--- config.mk ---
export PLATFORM = sky130hd
export DESIGN_NAME = sync_fifo_level
export DESIGN_NICKNAME = d
export VERILOG_FILES = /design/src/rtl/sync_fifo_level.sv
export SDC_FILE = /design/constraint.sdc
export NUM_CORES = 1
export LEC_CHECK = 0
export BUFFER_PORTS_ARGS = -buffer_cell sky130_fd_sc_hd__buf_2
export CORE_UTILIZATION = 60
export CTS_CLUSTER_DIAMETER = 50
export DETAILED_ROUTE_END_ITERATION = 10
export GPL_TIMING_DRIVEN = 0
export PLACE_DENSITY = 0.77
export SETUP_SLACK_MARGIN = 0.02
export SLEW_MARGIN = 40
export SYNTH_ARGS = -nofsm -noshare
export SYNTH_HDL_FRONTEND = slang
export SYNTH_SLANG_ARGS = --single-unit
--- constraint.sdc ---
create_clock -name CLK -period 9.8 [get_ports CLK]
set_input_delay 1.47 -clock CLK [delete_from_list [all_inputs] [get_ports CLK]]
set_output_delay 1.47 -clock CLK [all_outputs]
set_load 0.1 [all_outputs]
--- src/rtl/sync_fifo_level.sv ---
`default_nettype none
// ============================================================================
// Module   : sync_fifo_level
// Purpose  : First-word-fall-through synchronous FIFO with occupancy count,
//            almost-full/almost-empty watermarks and synchronous flush.
// Revision : 1.0 - initial release
// ============================================================================
module sync_fifo_level #(
    parameter int WIDTH    = 32,
    parameter int DEPTH    = 4,
    parameter int AF_LEVEL = 2**DEPTH - 1,
    parameter int AE_LEVEL = 1
) (
    input  logic             CLK,
    input  logic             RESET,
    input  logic             FLUSH,
    input  logic [WIDTH-1:0] WDATA,
    input  logic             WVALID,
    output logic             WREADY,
    output logic [WIDTH-1:0] RDATA,
    output logic             RVALID,
    input  logic             RREADY,
    output logic [DEPTH:0]   LEVEL,
    output logic             ALMOST_FULL,
    output logic             ALMOST_EMPTY
);

    localparam int             CAP     = 2**DEPTH;
    localparam logic [DEPTH:0] CAP_CNT = (DEPTH+1)'(CAP);
    localparam logic [DEPTH:0] AF_TH   = (DEPTH+1)'(AF_LEVEL);
    localparam logic [DEPTH:0] AE_TH   = (DEPTH+1)'(AE_LEVEL);
    localparam logic [DEPTH:0] ONE     = (DEPTH+1)'(1);

    logic [WIDTH-1:0] mem [CAP];
    logic [DEPTH:0]   wp;
    logic [DEPTH:0]   rp;
    logic [DEPTH:0]   lvl_n;
    logic [DEPTH:0]   lvl_d;
    logic             wr_fire;
    logic             rd_fire;

    assign wr_fire = WVALID & WREADY;
    assign rd_fire = RVALID & RREADY;

    // Flush overrides any handshake in the same cycle, so the flags load as if empty.
    always_comb begin
        lvl_n = LEVEL;
        if (wr_fire) begin
            lvl_n = lvl_n + ONE;
        end
        if (rd_fire) begin
            lvl_n = lvl_n - ONE;
        end
        lvl_d = FLUSH ? '0 : lvl_n;
    end

    always_ff @(posedge CLK or posedge RESET) begin
        if (RESET) begin
            wp           <= '0;
            rp           <= '0;
            LEVEL        <= '0;
            WREADY       <= 1'b0;
            RVALID       <= 1'b0;
            ALMOST_FULL  <= 1'b0;
            ALMOST_EMPTY <= 1'b1;
        end else begin
            if (FLUSH) begin
                wp <= '0;
                rp <= '0;
            end else begin
                if (wr_fire) begin
                    wp <= wp + ONE;
                end
                if (rd_fire) begin
                    rp <= rp + ONE;
                end
            end
            LEVEL        <= lvl_d;
            WREADY       <= (lvl_d != CAP_CNT);
            RVALID       <= (lvl_d != '0);
            ALMOST_FULL  <= (lvl_d >= AF_TH);
            ALMOST_EMPTY <= (lvl_d <= AE_TH);
        end
    end

    // Storage is deliberately not reset.
    always_ff @(posedge CLK) begin
        if (wr_fire && !FLUSH) begin
            mem[wp[DEPTH-1:0]] <= WDATA;
        end
    end

    assign RDATA = RVALID ? mem[rp[DEPTH-1:0]] : '0;

endmodule
`default_nettype wire

==> results.cfg, run 1 <==
[timing]
finalHoldViolCount = 0
relSlewSlack_pct = 42.8
rsz0062_at_grt = no
tightest_slew_ns = 0.858
finalSetupViolCount = 0
fmax_mhz = 195
fin_crit_sh_pct = 52.2
final.min_clock_period_ns = 5.12
maxSlewViolCount = 0
fin_skew_ns = 0.0188
fin_tns_setup_ns = 0

[global_routing]
grt_overflow = 0
grt_pass1_wl_um = 66700
grt_pass1_vias = 10335
antenna_found_initial = 4
grt_usage_pct = 26.8
grt_max_degree = 27

[die]
die_w_um = 187
rows = 67
core_mm2 = 0.0336
die_area_mm2 = 0.0349
start_util_pct = 61.0
io_pins = 78
chipHeight_um = 187

[clock_network]
post-cts-setup-buffer-count = 0
cts_made_buffers = 52
worstSkewPairLatency_ns = 0.57
cts_buffer_depth = 3
cts_root_buffer = clkbuf_16
clkSinkCount = 529
cts.clk_slew.worst_paths_ns = 0.06
htree_levels = 2
tritoncts = yes
holdBufCountCts = 0
postCtsResizedCells = 0

[synthesis]
ys_top_cells_by_area = edfxtp_1, mux4_2, dfrtp_1
syn_area_per_cell_um2 = 23.6
ys_seq_elements = 529
synth_warnings = 0
synth_top_area_cell = edfxtp_1
seq_area_frac_synth_pct = 77.0
syn_nets = 913
syn-instance-count = 869
synth_top_cell_area_share_pct = 75.0
synthDistinctLibCells = 36
syn_area_mm2 = 0.0205

[placed_design]
dpl.hpwl_um = 26400
gp_congestion = 0.750
port-buffer-count = 76
placedInstanceArea_mm2 = 0.0220

[setup_path]
path_class = register to primary output
crit_required_ns = 8.33
crit_path_end_kind = primary output
cp_data_arrival_time_ns = 3.65
worst-path-max-fanout = 10
critPathLaunchType = register

[routing]
drc_errors = 0
dr.pass1.iters = 5
wl_met2_um = 23200
dr_total_vias = 9820
antenna_left = 0
wl_per_cell_um = 29.7
drt-total-wl_um = 45300
drt_iter0_drc = 995
routed.top_layer = met5
wl_met1_um = 17100
route.met3.wl_um = 3490
via_per_inst = 6.45

[power_and_ir_drop]
leakage_nw = 7.57
vdd_drop_max_v = 0.000201
powerDensity_mw_per_mm2 = 246

[final_layout]
final_nets = 1074
syn2layout_area_growth_pct = 15.3
fillCellCount = 1922
final_cell_area_mm2 = 0.0236
drive_gt1_share_pct = 35.7

[run]
drv_cap = 0

[hold_path]
hp-class = register to register

[run_status]
status = completed
## area by class of cell
| cell class | count | area (µm²) | share of cell area (%) |
|---|---|---|---|
| plain buffers | 45 | 267 | 1.13 |
| repair buffers | 107 | 841 | 3.56 |
| multi-input cells | 287 | 4480 | 18.9 |
| clock inverters | 37 | 315 | 1.33 |
| well taps | 448 | 561 | 2.37 |
| clock buffers | 59 | 1350 | 5.70 |
| inverters | 8 | 30.0 | 0.127 |
| diodes | 3 | 7.51 | 0.0317 |
| flip-flops and latches | 529 | 15800 | 66.8 |
## cells in the final DEF (no fill, tap or decap), types with 11 or more instances in the layout
cell         n
edfxtp_1   512
mux4_2     160
buf_2       90
clkbuf_16   53
and2_1      35
clkbuf_1    23
dfrtp_1     16
clkinv_1    14
buf_6       13
and2_4      12
clkinv_2    12
nand2_1     11
## flip-flops by register name, summed over array words and instances, names as in the netlist
register and cells:
ALMOST_EMPTY 1, ALMOST_FULL 1, LEVEL 5, RVALID 1
WREADY 1, mem 512, rp 4, wp 4
## worst paths after layout
kind	startpoint	end	slack, ns	cells past startpoint
worst max-delay path	rp[2]	RDATA[31]	4.68	6
max in group asynchronous	RESET	LEVEL[1]	8.34	2
worst min register to register	wp[1]	wp[1]	0.61	2
worst min-delay path	wp[1]	wp[1]	0.61	2
min in group asynchronous	RESET	WREADY	1.01	2
worst max register to register	WREADY	ALMOST_FULL	7.14	8
## per-stage QoR
step	total power [mW]	std cells	utilization [%]	hold slack [ns]	setup WS, ns
floorplan	3.64	869	-	0.556	5.28
global placement	3.88	1393	63.8	0.576	2.48
detailed placement	3.92	1423	65.3	0.600	5.33
CTS	5.84	1519	70.3	0.609	4.68
global route	5.98	1522	70.3	0.639	4.59
finish	5.81	1523	70.3	0.605	4.68
## kinds of logic after synthesis
group	share of synthesized area [%]
compound gates	0.451
xor+xnor	0.470
fa+ha+maj	0.427
buf+inv	1.41
flops	77.0
mux	17.7
simple gates	2.54
## worst max-delay path: stages, from the launching register on
cell,delay (ns)
dfrtp_1,0.39
clkbuf_1,0.53
buf_1,0.71
mux4_2,0.44
mux4_2,0.47
and2_1,0.22
buf_2,0.31
## metal layers
layer | vias up | track usage (%)
met2 | 535 | 45.3
met1 | 5172 | 35.5
met3 | 104 | 4.95
met4 | 2 | 9.27
li1 | 4007 | -
met5 | - | 0
## cells in the mapped netlist
cell type / n
edfxtp_1: 512
mux4_2: 160
and2_1: 47
clkbuf_1: 20
dfrtp_1: 16
buf_6: 11
nand2_1: 11
nor2_1: 11
buf_1: 8
inv_1: 8
ha_1: 7
nand3_1: 7
buf_2: 6
nor3_1: 6
xnor2_1: 6
xor2_1: 5
a21oi_1: 3
and3_1: 3
nand2b_1: 3
mux2i_1: 2
nand4_1: 2
a211oi_1: 1
a21o_1: 1
a221oi_1: 1
a311o_1: 1
a31oi_1: 1
dfstp_2: 1
nand4b_1: 1
nor4_1: 1
nor4b_1: 1
o2111ai_1: 1
o21a_1: 1
o21ai_0: 1
o31ai_1: 1
o41ai_1: 1
or3_1: 1
## power by group
part,internal [mW],leakage (nW),switching [mW]
Combinational,0.410,1.92,0.900
Sequential,2.53,4.83,0.0330
Clock,1.12,0.819,0.820
Total,4.06,7.57,1.75
Power figures use the tool's default switching activity.
==> inputs of run 2 (changes only) <==
- ABC_AREA: default -> 1
- CORE_UTILIZATION: 60 -> 56
- PLACE_DENSITY: 0.77 -> 0.75
- clock period: 9.8 -> 4.7 ns (I/O delays scaled with it)
==> run 2 against run 1 <==
Non-clock buffer count increased by 114. First-iteration DRC count increased by 120%. Utilization decreased by 3.9 points. Via count increased by 53%. Global-route usage increased by 5.4 points. Largest cell class unchanged. Highest routed layer unchanged.
==> results.cfg, run 2 <==
[run_status]
status = completed

[die]
io_pins = 78
die_w_um = 197
core_mm2 = 0.0370
rows = 70
die_area_mm2 = 0.0386
chipHeight_um = 197
start_util_pct = 57.4

[global_routing]
grt_pass1_vias = 14603
grt_usage_pct = 32.2
grt_max_degree = 18
antenna_found_initial = 1
grt_pass1_wl_um = 89900
grt_overflow = 0

[clock_network]
cts.clk_slew.worst_paths_ns = 0.06
clkSinkCount = 529
postCtsResizedCells = 0
tritoncts = yes
worstSkewPairLatency_ns = 0.59
cts_root_buffer = clkbuf_16
holdBufCountCts = 0
htree_levels = 2
cts_buffer_depth = 3
cts_made_buffers = 53
post-cts-setup-buffer-count = 0

[final_layout]
final_cell_area_mm2 = 0.0246
layout_commonest_cell = edfxtp_1
layout_common_cells = edfxtp_1, nor2_1, o21ai_0
fillCellCount = 2647
syn2layout_area_growth_pct = 15.9
fin_cells = 2397
final_nets = 1897
utilization_pct = 66.5
drive_gt1_share_pct = 15.2
largest_reg_flops = 512

[placed_design]
place_inst = 2302
placedInstanceArea_mm2 = 0.0229
port-buffer-count = 76
gp_congestion = 0.866
dpl.hpwl_um = 40100

[synthesis]
syn_area_per_cell_um2 = 12.9
synth_edf_count = 512
yosys.cell_count.top_type = edfxtp_1
ys_top_cells_by_area = edfxtp_1, nor2_1, o21ai_0
ys_seq_elements = 529
synth_top_cell_area_share_pct = 72.5
synth_warnings = 0
syn-instance-count = 1641
synth_top_area_cell = edfxtp_1
synthDistinctLibCells = 26
syn_nets = 1685
seq_area_frac_synth_pct = 74.5
async_flop_share_pct = 3.21
syn_area_mm2 = 0.0212
ys_top_cells_by_count = edfxtp_1, nor2_1, o21ai_0, o211ai_1, nand3_1
synth_ff_type = edfxtp_1

[routing]
via_per_inst = 6.29
drt-total-wl_um = 61400
dr.pass1.iters = 5
antenna_left = 0
dr_total_vias = 15070
wl_per_cell_um = 25.6
drc_errors = 0
drt_iter0_drc = 2147

[hold_path]
hp-class = input pin to asynchronous set/reset pin

[setup_path]
crit_chain = inv_1, buf_2, clkbuf_1, o21ai_0, o211ai_1, nand3_1, a21oi_1, buf_2
path_class = register to primary output
crit_path_end_kind = primary output
crit_required_ns = 3.99
slowest_delay_ns = 0.61
crit_buf_inv = 4
rr_worst_depth = 7
r2r_start = WREADY
r2r-end = mem[13][16]
cp_data_arrival_time_ns = 3.50
cpMostUsedCell = buf_2
cp.depth = 8
critPathLaunchType = register
critPathTopFamily = buffers and inverters
r2r_slack_ns = 1.99
cp-startpoint = rp[1]
slowest_stage = clkbuf_1
worst-path-max-fanout = 10

[timing]
final.min_clock_period_ns = 4.20
tightest_slew_ns = 0.924
holdWs_ns = 0.203
fin_skew_ns = 0.0251
rsz0062_at_grt = no
finalSetupViolCount = 0
fin_crit_sh_pct = 89.4
fin_tns_setup_ns = 0
relSlewSlack_pct = 38.4
finalHoldViolCount = 0
fmax_mhz = 238
maxSlewViolCount = 0

[power_and_ir_drop]
powerDensity_mw_per_mm2 = 524
leakage_nw = 8.40
vdd_drop_max_v = 0.000507

[run]
drv_cap = 0
-- run 2: changes by cell type in the layout (fill, tap and decap cells not counted), moves of 34 or more --
cell      delta
a21oi_1     +34
and2_1      -35
buf_2       +43
buf_4       +34
clkbuf_1    +48
mux4_2     -160
nand3_1     +70
nor2_1     +386
o211ai_1   +128
o21ai_0    +241
-- run 2: worst max-delay path by stage --
stage,to
CTS,RDATA[24]
finish,RDATA[24]
global placement,mem[9][14]
floorplan,mem[1][0]
global route,RDATA[24]
detailed placement,RDATA[24]
-- run 2: stage by stage --
| step | setup WS [ns] | total power [mW] |
|---|---|---|
| detailed placement | 1.14 | 8.81 |
| finish | 0.497 | 12.9 |
| global route | 0.416 | 13.2 |
| global placement | -2.15 | 8.74 |
| floorplan | 0.393 | 7.82 |
| CTS | 0.500 | 12.8 |
-- run 2: per-layer routing --
metal / wire, µm / vias up / track usage, %
li1: - / 6462 / -
met4: 3100 / 2 / 16.0
met5: 13 / - / 0
met3: 7470 / 226 / 6.95
met2: 28500 / 1161 / 50.8
met1: 22400 / 7219 / 42.6
-- run 2: kinds of logic after synthesis --
kind of cell | count (synthesis) | synth area share, %
simple gates | 530 | 9.97
flops | 529 | 74.5
compound gates | 433 | 11.7
buf+inv | 140 | 3.26
fa+ha+maj | 7 | 0.413
xor+xnor | 2 | 0.0826
-- run 2: area by class of cell --
cell class / instances / area (µm²) / share of cell area (%)
sequential: 529 / 15800 / 64.3
multi-input combinational: 972 / 4800 / 19.5
clock buffer: 72 / 1440 / 5.86
timing repair buffer: 157 / 983 / 4.00
tap: 504 / 631 / 2.57
buffer: 109 / 582 / 2.37
clock inverter: 22 / 210 / 0.856
inverter: 31 / 116 / 0.474
antenna: 1 / 2.50 / 0.0102
-- run 2: worst register-to-register path, stage by stage (launching register included) --
cell and delay (ns):
dfrtp_1 0.47, nand2_1 0.16, nor2_1 0.23, inv_1 0.23
nor3_2 0.52, buf_2 0.33, buf_4 0.21, buf_2 0.25
-- run 2: report_power, final --
group / total, mW / switching [mW] / leakage [nW] / internal [mW]
Sequential: 5.31 / 0.0527 / 4.83 / 5.25
Combinational: 3.50 / 2.81 / 2.77 / 0.686
Clock: 4.07 / 1.71 / 0.802 / 2.36
Total: 12.9 / 4.58 / 8.40 / 8.30
